[config.mk]
export PLATFORM = sky130hd
export DESIGN_NAME = rtc_bus_master_flat
export DESIGN_NICKNAME = d
export VERILOG_FILES = /design/src/rtl/rtc_bus_pkg.sv /design/src/rtl/rtc_bus_master_if.sv /design/src/rtl/rtc_bus_cycle.sv /design/src/rtl/rtc_bus_master.sv /design/src/flat_wrapper.sv
export SDC_FILE = /design/constraint.sdc
export NUM_CORES = 1
export LEC_CHECK = 0
export BUFFER_PORTS_ARGS = -buffer_cell sky130_fd_sc_hd__buf_2
export CORE_ASPECT_RATIO = 0.75
export CORE_UTILIZATION = 55
export DETAILED_ROUTE_END_ITERATION = 8
export PLACE_DENSITY = 0.78
export SYNTH_ARGS = -nofsm -noshare
export SYNTH_HDL_FRONTEND = slang
export SYNTH_SLANG_ARGS = --single-unit
[constraint.sdc]
create_clock -name clk -period 4.7 [get_ports clk]
set_clock_uncertainty 0.05 [all_clocks]
set_input_delay 0.705 -clock clk [delete_from_list [all_inputs] [get_ports clk]]
set_output_delay 0.705 -clock clk [all_outputs]
set_load 0.01 [all_outputs]
[src/rtl/rtc_bus_pkg.sv]
// Shared types and defaults for the RTC multiplexed-bus master.
// Holds the bus-cycle state and transaction phase enums, the default
// command byte and timing, and helpers used to size the timing counter.
package rtc_bus_pkg;

   typedef enum logic [2:0] {
      IDLE,
      SETUP,
      STROBE,
      HOLD,
      GAP
   } state_t;

   typedef enum logic [1:0] {
      PH_CMD,
      PH_ADDR,
      PH_DATA_WR,
      PH_DATA_RD
   } phase_t;

   localparam int         DEF_DW        = 8;
   localparam logic [7:0] DEF_CMD_XFER  = 8'hF0;
   localparam int         DEF_T_SETUP   = 2;
   localparam int         DEF_T_PULSE   = 10;
   localparam int         DEF_T_HOLD    = 2;
   localparam int         DEF_T_GAP     = 4;
   localparam int         DEF_BURST_MAX = 16;

   // Length of one complete bus cycle in clocks.
   function automatic int calc_tc(input int ts, input int tp, input int th, input int tg);
      return ts + tp + th + tg;
   endfunction

   // Longest single state, used to size the down-counter.
   function automatic int t_max(input int ts, input int tp, input int th, input int tg);
      int m;
      m = ts;
      if (tp > m) m = tp;
      if (th > m) m = th;
      if (tg > m) m = tg;
      return m;
   endfunction

endpackage

[src/rtl/rtc_bus_master_if.sv]
// Request/response handshake plus RTC pad-side signals of rtc_bus_master.
// The burst_len field exists only when RTC_BURST_EN is defined.
interface rtc_bus_master_if #(
   parameter int DW = 8
`ifdef RTC_BURST_EN
   , parameter int BURST_MAX = 16
`endif
) ();

   logic          req;
   logic          wr_en;
   logic [DW-1:0] addr;
   logic [DW-1:0] wdata;
`ifdef RTC_BURST_EN
   logic [$clog2(BURST_MAX+1)-1:0] burst_len;
`endif
   logic          busy;
   logic          done;
   logic [DW-1:0] rdata;
   logic          rvalid;
   logic          cs_n;
   logic          rd_n;
   logic          wr_n;
   logic          a_d;
   logic [DW-1:0] bus_out;
   logic          bus_oe;
   logic [DW-1:0] bus_in;

   modport master (
`ifdef RTC_BURST_EN
      input  burst_len,
`endif
      input  req, wr_en, addr, wdata, bus_in,
      output busy, done, rdata, rvalid,
      output cs_n, rd_n, wr_n, a_d, bus_out, bus_oe
   );

   modport slave (
`ifdef RTC_BURST_EN
      output burst_len,
`endif
      output req, wr_en, addr, wdata, bus_in,
      input  busy, done, rdata, rvalid,
      input  cs_n, rd_n, wr_n, a_d, bus_out, bus_oe
   );

endinterface

[src/rtl/rtc_bus_cycle.sv]
// Timing engine for one RTC bus cycle: SETUP -> STROBE -> HOLD -> GAP.
// A start seen in IDLE, or on the last GAP clock, chains straight into a
// new SETUP so consecutive cycles have no idle clock between them.
// All pad outputs are registered from the next-state decode.
module rtc_bus_cycle
   import rtc_bus_pkg::*;
#(
   parameter int DW      = DEF_DW,
   parameter int T_SETUP = DEF_T_SETUP,
   parameter int T_PULSE = DEF_T_PULSE,
   parameter int T_HOLD  = DEF_T_HOLD,
   parameter int T_GAP   = DEF_T_GAP
) (
   input  logic          clk,
   input  logic          reset,
   input  logic          start_i,
   input  logic          strobe_is_rd_i,
   input  logic [DW-1:0] drv_i,
   output logic          cs_n_o,
   output logic          rd_n_o,
   output logic          wr_n_o,
   output logic          bus_oe_o,
   output logic [DW-1:0] bus_out_o,
   output logic          cycle_done_o,
   output logic          strobe_last_o
);

   localparam int CW = $clog2(t_max(T_SETUP, T_PULSE, T_HOLD, T_GAP)) + 1;
   localparam logic [CW-1:0] LD_SETUP = CW'(T_SETUP - 1);
   localparam logic [CW-1:0] LD_PULSE = CW'(T_PULSE - 1);
   localparam logic [CW-1:0] LD_HOLD  = CW'(T_HOLD - 1);
   localparam logic [CW-1:0] LD_GAP   = CW'(T_GAP - 1);

   state_t        state_q, state_d;
   logic [CW-1:0] cnt_q, cnt_d;
   logic          load;
   logic          is_rd_q, is_rd_d;
   logic [DW-1:0] bus_out_q, bus_out_d;
   logic          active_d;
   logic          cs_n_q, rd_n_q, wr_n_q, bus_oe_q;

   // Next state, counter reload and cycle-level event decode.
   always_comb begin
      state_d       = state_q;
      cnt_d         = cnt_q;
      load          = 1'b0;
      cycle_done_o  = 1'b0;
      strobe_last_o = 1'b0;
      unique case (state_q)
         IDLE: begin
            if (start_i) begin
               load    = 1'b1;
               state_d = SETUP;
               cnt_d   = LD_SETUP;
            end
         end
         SETUP: begin
            if (cnt_q == '0) begin
               state_d = STROBE;
               cnt_d   = LD_PULSE;
            end else begin
               cnt_d = cnt_q - 1'b1;
            end
         end
         STROBE: begin
            if (cnt_q == '0) begin
               strobe_last_o = 1'b1;
               state_d       = HOLD;
               cnt_d         = LD_HOLD;
            end else begin
               cnt_d = cnt_q - 1'b1;
            end
         end
         HOLD: begin
            if (cnt_q == '0) begin
               state_d = GAP;
               cnt_d   = LD_GAP;
            end else begin
               cnt_d = cnt_q - 1'b1;
            end
         end
         GAP: begin
            if (cnt_q == '0) begin
               cycle_done_o = 1'b1;
               if (start_i) begin
                  load    = 1'b1;
                  state_d = SETUP;
                  cnt_d   = LD_SETUP;
               end else begin
                  state_d = IDLE;
               end
            end else begin
               cnt_d = cnt_q - 1'b1;
            end
         end
         default: state_d = IDLE;
      endcase
      is_rd_d   = load ? strobe_is_rd_i : is_rd_q;
      bus_out_d = load ? drv_i : bus_out_q;
      active_d  = (state_d == SETUP) || (state_d == STROBE) || (state_d == HOLD);
   end

   // State and counter register.
   always_ff @(posedge clk or negedge reset) begin
      if (!reset) begin
         state_q <= IDLE;
         cnt_q   <= '0;
      end else begin
         state_q <= state_d;
         cnt_q   <= cnt_d;
      end
   end

   // Pad outputs registered from the next state so they are glitch-free.
   always_ff @(posedge clk or negedge reset) begin
      if (!reset) begin
         is_rd_q   <= 1'b0;
         bus_out_q <= '0;
         cs_n_q    <= 1'b1;
         rd_n_q    <= 1'b1;
         wr_n_q    <= 1'b1;
         bus_oe_q  <= 1'b0;
      end else begin
         is_rd_q   <= is_rd_d;
         bus_out_q <= bus_out_d;
         cs_n_q    <= !active_d;
         rd_n_q    <= !((state_d == STROBE) && is_rd_d);
         wr_n_q    <= !((state_d == STROBE) && !is_rd_d);
         // A read cycle never drives the bus, so OE and RD can't overlap.
         bus_oe_q  <= active_d && !is_rd_d;
      end
   end

   assign cs_n_o    = cs_n_q;
   assign rd_n_o    = rd_n_q;
   assign wr_n_o    = wr_n_q;
   assign bus_oe_o  = bus_oe_q;
   assign bus_out_o = bus_out_q;

endmodule

[src/rtl/rtc_bus_master.sv]
// Master for the multiplexed address/data RTC bus.
// Write: ADDR, DATA, CMD.  Read: CMD, ADDR, DATA_RD.  Each step is one
// rtc_bus_cycle; this level sequences the phases and owns req/busy/done.
// Optional feature macro: RTC_BURST_EN (multi-word reads via burst_len).
module rtc_bus_master
   import rtc_bus_pkg::*;
#(
   parameter int            DW        = DEF_DW,
   parameter logic [DW-1:0] CMD_XFER  = DW'(DEF_CMD_XFER),
   parameter int            T_SETUP   = DEF_T_SETUP,
   parameter int            T_PULSE   = DEF_T_PULSE,
   parameter int            T_HOLD    = DEF_T_HOLD,
   parameter int            T_GAP     = DEF_T_GAP,
   parameter int            BURST_MAX = DEF_BURST_MAX
) (
   input  logic              clk,
   input  logic              reset,
   rtc_bus_master_if.master  bus
);

   localparam int WW = $clog2(BURST_MAX + 1);

   phase_t        phase_q, phase_d;
   logic          busy_q, busy_d;
   logic          done_q, done_d;
   logic          rvalid_q, rvalid_d;
   logic          wr_q, wr_d;
   logic [DW-1:0] addr_q, addr_d;
   logic [DW-1:0] wdata_q, wdata_d;
   logic [WW-1:0] words_q, words_d;
   logic          a_d_q, a_d_d;
   logic [DW-1:0] rdata_q;
   logic [WW-1:0] req_words;

   logic          start;
   logic          strobe_is_rd;
   logic [DW-1:0] drv;
   logic          ad_next;
   logic          cyc_done;
   logic          strobe_last;
   logic          cs_n_w, rd_n_w, wr_n_w, bus_oe_w;
   logic [DW-1:0] bus_out_w;

`ifdef RTC_BURST_EN
   // Word count for a read: zero means one, anything above the maximum is clamped.
   always_comb begin
      req_words = bus.burst_len;
      if (bus.burst_len == '0) begin
         req_words = WW'(1);
      end else if (bus.burst_len > WW'(BURST_MAX)) begin
         req_words = WW'(BURST_MAX);
      end
   end
`else
   assign req_words = WW'(1);
`endif

   // Phase sequencing, handshake and the drive value for the next bus cycle.
   always_comb begin
      phase_d      = phase_q;
      busy_d       = busy_q;
      done_d       = 1'b0;
      rvalid_d     = 1'b0;
      wr_d         = wr_q;
      addr_d       = addr_q;
      wdata_d      = wdata_q;
      words_d      = words_q;
      start        = 1'b0;
      strobe_is_rd = 1'b0;
      drv          = '0;
      ad_next      = 1'b0;
      if (!busy_q) begin
         if (bus.req) begin
            busy_d  = 1'b1;
            wr_d    = bus.wr_en;
            addr_d  = bus.addr;
            wdata_d = bus.wdata;
            words_d = req_words;
            start   = 1'b1;
            if (bus.wr_en) begin
               phase_d = PH_ADDR;
               drv     = bus.addr;
            end else begin
               phase_d = PH_CMD;
               drv     = CMD_XFER;
            end
         end
      end else if (cyc_done) begin
         unique case (phase_q)
            PH_ADDR: begin
               start   = 1'b1;
               ad_next = 1'b1;
               if (wr_q) begin
                  phase_d = PH_DATA_WR;
                  drv     = wdata_q;
               end else begin
                  phase_d      = PH_DATA_RD;
                  strobe_is_rd = 1'b1;
               end
            end
            PH_DATA_WR: begin
               phase_d = PH_CMD;
               drv     = CMD_XFER;
               start   = 1'b1;
            end
            PH_CMD: begin
               if (wr_q) begin
                  busy_d = 1'b0;
                  done_d = 1'b1;
               end else begin
                  phase_d = PH_ADDR;
                  drv     = addr_q;
                  start   = 1'b1;
               end
            end
            PH_DATA_RD: begin
               // rvalid is issued at the end of the word's bus cycle so the
               // final word's rvalid lands together with done.
               rvalid_d = 1'b1;
               if (words_q > WW'(1)) begin
                  words_d = words_q - 1'b1;
                  addr_d  = addr_q + 1'b1;
                  phase_d = PH_ADDR;
                  drv     = addr_q + 1'b1;
                  start   = 1'b1;
               end else begin
                  busy_d = 1'b0;
                  done_d = 1'b1;
               end
            end
            default: phase_d = PH_CMD;
         endcase
      end
      a_d_d = start ? ad_next : a_d_q;
   end

   // Transaction control and handshake registers.
   always_ff @(posedge clk or negedge reset) begin
      if (!reset) begin
         phase_q  <= PH_CMD;
         busy_q   <= 1'b0;
         done_q   <= 1'b0;
         rvalid_q <= 1'b0;
         wr_q     <= 1'b0;
         addr_q   <= '0;
         wdata_q  <= '0;
         words_q  <= '0;
         a_d_q    <= 1'b0;
      end else begin
         phase_q  <= phase_d;
         busy_q   <= busy_d;
         done_q   <= done_d;
         rvalid_q <= rvalid_d;
         wr_q     <= wr_d;
         addr_q   <= addr_d;
         wdata_q  <= wdata_d;
         words_q  <= words_d;
         a_d_q    <= a_d_d;
      end
   end

   // Read data captured on the final strobe clock while the RTC still drives.
   always_ff @(posedge clk or negedge reset) begin
      if (!reset) begin
         rdata_q <= '0;
      end else if (busy_q && (phase_q == PH_DATA_RD) && strobe_last) begin
         rdata_q <= bus.bus_in;
      end
   end

   rtc_bus_cycle #(
      .DW      (DW),
      .T_SETUP (T_SETUP),
      .T_PULSE (T_PULSE),
      .T_HOLD  (T_HOLD),
      .T_GAP   (T_GAP)
   ) u_cycle (
      .clk            (clk),
      .reset          (reset),
      .start_i        (start),
      .strobe_is_rd_i (strobe_is_rd),
      .drv_i          (drv),
      .cs_n_o         (cs_n_w),
      .rd_n_o         (rd_n_w),
      .wr_n_o         (wr_n_w),
      .bus_oe_o       (bus_oe_w),
      .bus_out_o      (bus_out_w),
      .cycle_done_o   (cyc_done),
      .strobe_last_o  (strobe_last)
   );

   assign bus.busy    = busy_q;
   assign bus.done    = done_q;
   assign bus.rvalid  = rvalid_q;
   assign bus.rdata   = rdata_q;
   assign bus.a_d     = a_d_q;
   assign bus.cs_n    = cs_n_w;
   assign bus.rd_n    = rd_n_w;
   assign bus.wr_n    = wr_n_w;
   assign bus.bus_oe  = bus_oe_w;
   assign bus.bus_out = bus_out_w;

endmodule
[src/flat_wrapper.sv]
// flat-port wrapper written by rule: the top's interface ports become plain ports
module rtc_bus_master_flat import rtc_bus_pkg::*;
#(
   parameter int            DW        = DEF_DW,
   parameter logic [DW-1:0] CMD_XFER  = DW'(DEF_CMD_XFER),
   parameter int            T_SETUP   = DEF_T_SETUP,
   parameter int            T_PULSE   = DEF_T_PULSE,
   parameter int            T_HOLD    = DEF_T_HOLD,
   parameter int            T_GAP     = DEF_T_GAP,
   parameter int            BURST_MAX = DEF_BURST_MAX
)
  (clk, reset, bus_req, bus_wr_en, bus_addr, bus_wdata, bus_bus_in, bus_busy, bus_done, bus_rdata, bus_rvalid, bus_cs_n, bus_rd_n, bus_wr_n, bus_a_d, bus_bus_out, bus_bus_oe);
  rtc_bus_master_if #(.DW(DW)) bus_i ();
  input  logic clk;
  input  logic reset;
  input wire logic [$bits(bus_i.req)-1:0] bus_req;
  input wire logic [$bits(bus_i.wr_en)-1:0] bus_wr_en;
  input wire logic [$bits(bus_i.addr)-1:0] bus_addr;
  input wire logic [$bits(bus_i.wdata)-1:0] bus_wdata;
  input wire logic [$bits(bus_i.bus_in)-1:0] bus_bus_in;
  output wire logic [$bits(bus_i.busy)-1:0] bus_busy;
  output wire logic [$bits(bus_i.done)-1:0] bus_done;
  output wire logic [$bits(bus_i.rdata)-1:0] bus_rdata;
  output wire logic [$bits(bus_i.rvalid)-1:0] bus_rvalid;
  output wire logic [$bits(bus_i.cs_n)-1:0] bus_cs_n;
  output wire logic [$bits(bus_i.rd_n)-1:0] bus_rd_n;
  output wire logic [$bits(bus_i.wr_n)-1:0] bus_wr_n;
  output wire logic [$bits(bus_i.a_d)-1:0] bus_a_d;
  output wire logic [$bits(bus_i.bus_out)-1:0] bus_bus_out;
  output wire logic [$bits(bus_i.bus_oe)-1:0] bus_bus_oe;
  assign bus_i.req = bus_req;
  assign bus_i.wr_en = bus_wr_en;
  assign bus_i.addr = bus_addr;
  assign bus_i.wdata = bus_wdata;
  assign bus_i.bus_in = bus_bus_in;
  assign bus_busy = bus_i.busy;
  assign bus_done = bus_i.done;
  assign bus_rdata = bus_i.rdata;
  assign bus_rvalid = bus_i.rvalid;
  assign bus_cs_n = bus_i.cs_n;
  assign bus_rd_n = bus_i.rd_n;
  assign bus_wr_n = bus_i.wr_n;
  assign bus_a_d = bus_i.a_d;
  assign bus_bus_out = bus_i.bus_out;
  assign bus_bus_oe = bus_i.bus_oe;
  rtc_bus_master #(.DW(DW), .CMD_XFER(CMD_XFER), .T_SETUP(T_SETUP), .T_PULSE(T_PULSE), .T_HOLD(T_HOLD), .T_GAP(T_GAP), .BURST_MAX(BURST_MAX)) u_core (.clk(clk), .reset(reset), .bus(bus_i));
endmodule
==> impl_metrics.json <==
{
  "critPathTopFamily": "simple AND/OR/NAND/NOR gates",
  "hold_slack_ps": 430,
  "cts-root-buf": "clkbuf_8",
  "nets": 432,
  "ant_nets": 0,
  "postLayoutCoreUtil_pct": 67.4,
  "crit_slowest_cell": "or4b_1",
  "grt_usage_pct": 27.2,
  "ys_seq_elements": 57,
  "crit_chain": "inv_1, ha_1, or4b_1, a21boi_2, a21oi_1, or4_1, nand2_1",
  "synth-seq-area-share_pct": 44.5,
  "worst_pin_slew_ps": 996,
  "antenna_found_initial": 0,
  "crit_path_start_kind": "flop",
  "die_width_um": 90.2,
  "cts.sinks": 57,
  "routed_wl_um": 7720,
  "endpoint_kind": "flop",
  "clockBufferDepth": 2,
  "clkTransAtPathRegs_ps": 70,
  "async_flop_share_pct": 100,
  "h-tree-depth": 3,
  "drive_gt1_share_pct": 24.1,
  "grt_max_degree": 58,
  "synth.largest_area_cell": "dfrtp_1",
  "ys_top_cells_by_area": "dfrtp_1 (42%), nand2_1 (6.9%), ha_1 (3.9%)",
  "cp.buffers_inverters": 1,
  "rsz0062_at_grt": "no",
  "drt-initial-drc-count": 215,
  "cts_tree": "done",
  "diodes": 0,
  "dp_hpwl_um": 5320,
  "firstDrtPassIters": 5,
  "status": "finished clean",
  "ir_drop_v": 0.000251,
  "drc": 0,
  "synth_edf_count": 0,
  "max_freq_mhz": 340,
  "yosysMostFrequentCell": "nand2_1",
  "gp_congestion": 0.878,
  "p_leak_nw": 1.72,
  "synth_area_per_cell_um2": 9.12,
  "io_buffers": 51,
  "cp.required_ps": 4930,
  "grt_overflow": 0,
  "synth_common_cells": "nand2_1 (59), dfrtp_1 (54), nor2_1 (25), a21oi_1 (24), o21ai_0 (18)",
  "critical_path_class": "reg2reg",
  "synth_area_um2": 3210,
  "routedWlPerCell_um": 16.3,
  "clk-insertion-delay-late_ps": 350,
  "post_cts_buffers": 0,
  "cap_violations": 0,
  "vias": 2817,
  "tns_ps": 0,
  "synthFlopType": "dfrtp_1",
  "die_h_um": 68.2,
  "fp.dieArea_um2": 6150,
  "first_global_vias": 2605,
  "maxSlewHeadroom_pct": 33.6,
  "ios": 52,
  "syn-instance-count": 352,
  "final-setup-viol-count": 0,
  "core_area_um2": 5500,
  "r2r_slack_ps": 1760,
  "yosys_warnings": 0,
  "post-route-period-util_pct": 62.5,
  "start_util_pct": 58.4,
  "syn_to_final_growth_pct": 15.4,
  "max_stage_delay_ps": 630,
  "path_max_fanout": 13,
  "yosys.area.top_type_share_pct": 42.1,
  "final_hold_viol_count": 0,
  "dp_slack_ps": 1840,
  "cts-resized-gates": 0,
  "postLayoutCellArea_um2": 3710,
  "cp.arrival_ps": 3170,
  "maxSlewViolCount": 0,
  "layout_setup_ws_ps": 1760,
  "postCtsHoldBufs": 0,
  "via_per_inst": 5.94,
  "fin_crit_ps": 2940,
  "numCtsBuffers": 9,
  "syn-num-nets": 390,
  "grt_pass1_wl_um": 12800,
  "synth_cell_types": 57,
  "placed_area_um2": 3490,
  "rows": 23,
  "power.density_nw_per_um2": 566,
  "timing.hold.worst.class": "reg2reg"
}
[cells by family after synthesis]
logic type	synth area share, %
compound gates	18.9
buf+inv	4.40
fa+ha+maj	3.90
xor+xnor	2.45
flops	44.5
simple gates	19.3
mux	6.58
[metrics by stage]
step	power [mW]	instances
after global placement	1.55	458
after CTS	2.10	474
final	2.10	474
after detailed placement	1.59	458
after global routing	2.24	474
after floorplan	1.35	352
[metal layers]
| layer | wire length, um | part of all wire (%) | track usage, % | up-vias |
|---|---|---|---|---|
| met2 | 3640 | 47 | 44.5 | 102 |
| li1 | - | - | - | 1327 |
| met1 | 3520 | 46 | 35.8 | 1377 |
| met5 | 0 | 0 | 0 | - |
| met4 | 103 | 1.3 | 9.48 | 0 |
| met3 | 444 | 5.8 | 7.22 | 11 |
[power by group]
| part | total [mW] | internal, mW | switching [mW] |
|---|---|---|---|
| combinational | 0.775 | 0.329 | 0.447 |
| clock | 0.510 | 0.297 | 0.213 |
| sequential | 0.814 | 0.658 | 0.155 |
[worst min-delay path, cell delays in order, from the launching register on]
cell     delay [ps]
dfrtp_1         350
nand2_1          50
nand2_1          50
[final cells by class]
class,instances,area [um2]
Clock buffer,9,124
Clock inverter,7,95.1
Fill cell,448,1790
Inverter,14,52.6
Multi-Input combinational cell,259,1640
Sequential cell,57,1430
Tap cell,75,93.8
Timing Repair Buffer,53,270
[cell usage in the layout (no fill, tap or decap), drive strengths merged, types with 2 or more instances in the layout]
cell type / synthesis / routed
buf: 5 / 53
and3: 2 / 2
nand2b: 5 / 5
ha: 10 / 10
mux2i: 11 / 11
mux2: 9 / 9
a32oi: 4 / 4
a221oi: 4 / 4
a21oi: 24 / 24
o211ai: 4 / 4
o22ai: 5 / 5
a31o: 3 / 3
o21ai: 22 / 22
xnor2: 4 / 4
inv: 14 / 14
clkinvlp: 0 / 4
clkbuf: 17 / 9
or2: 3 / 3
bufinv: 0 / 2
dfstp: 3 / 3
nand2: 59 / 59
o22a: 2 / 2
xor2: 5 / 5
nor3: 7 / 7
nor2: 26 / 26
nand3: 12 / 12
a22oi: 2 / 2
or3: 3 / 3
a211oi: 2 / 2
nand4: 6 / 6
a41oi: 2 / 2
nor2b: 4 / 4
dfrtp: 54 / 54
[worst paths after layout]
check                           cells after the start                         to               startpoint
min in group asynchronous                           2  u_core.u_cycle.state_q[0]                    reset
max in group asynchronous                           2    u_core.u_cycle.cnt_q[1]                    reset
worst min-delay path                                2          u_core.wdata_q[6]        u_core.wdata_q[6]
worst max register to register                      7          u_core.words_q[4]  u_core.u_cycle.cnt_q[0]
worst min register to register                      2          u_core.wdata_q[6]        u_core.wdata_q[6]
worst max-delay path                                7          u_core.words_q[4]  u_core.u_cycle.cnt_q[0]
[state kept, by name, summed over array words and instances, names as in the netlist, 2 cells and up]
| signal | count |
|---|---|
| u_core.u_cycle.state_q | 3 |
| u_core.bus.rdata | 8 |
| u_core.phase_q | 2 |
| u_core.words_q | 5 |
| u_core.addr_q | 8 |
| u_core.u_cycle.bus_out_o | 8 |
| u_core.wdata_q | 8 |
| u_core.u_cycle.cnt_q | 5 |
Power figures use the tool's default switching activity.
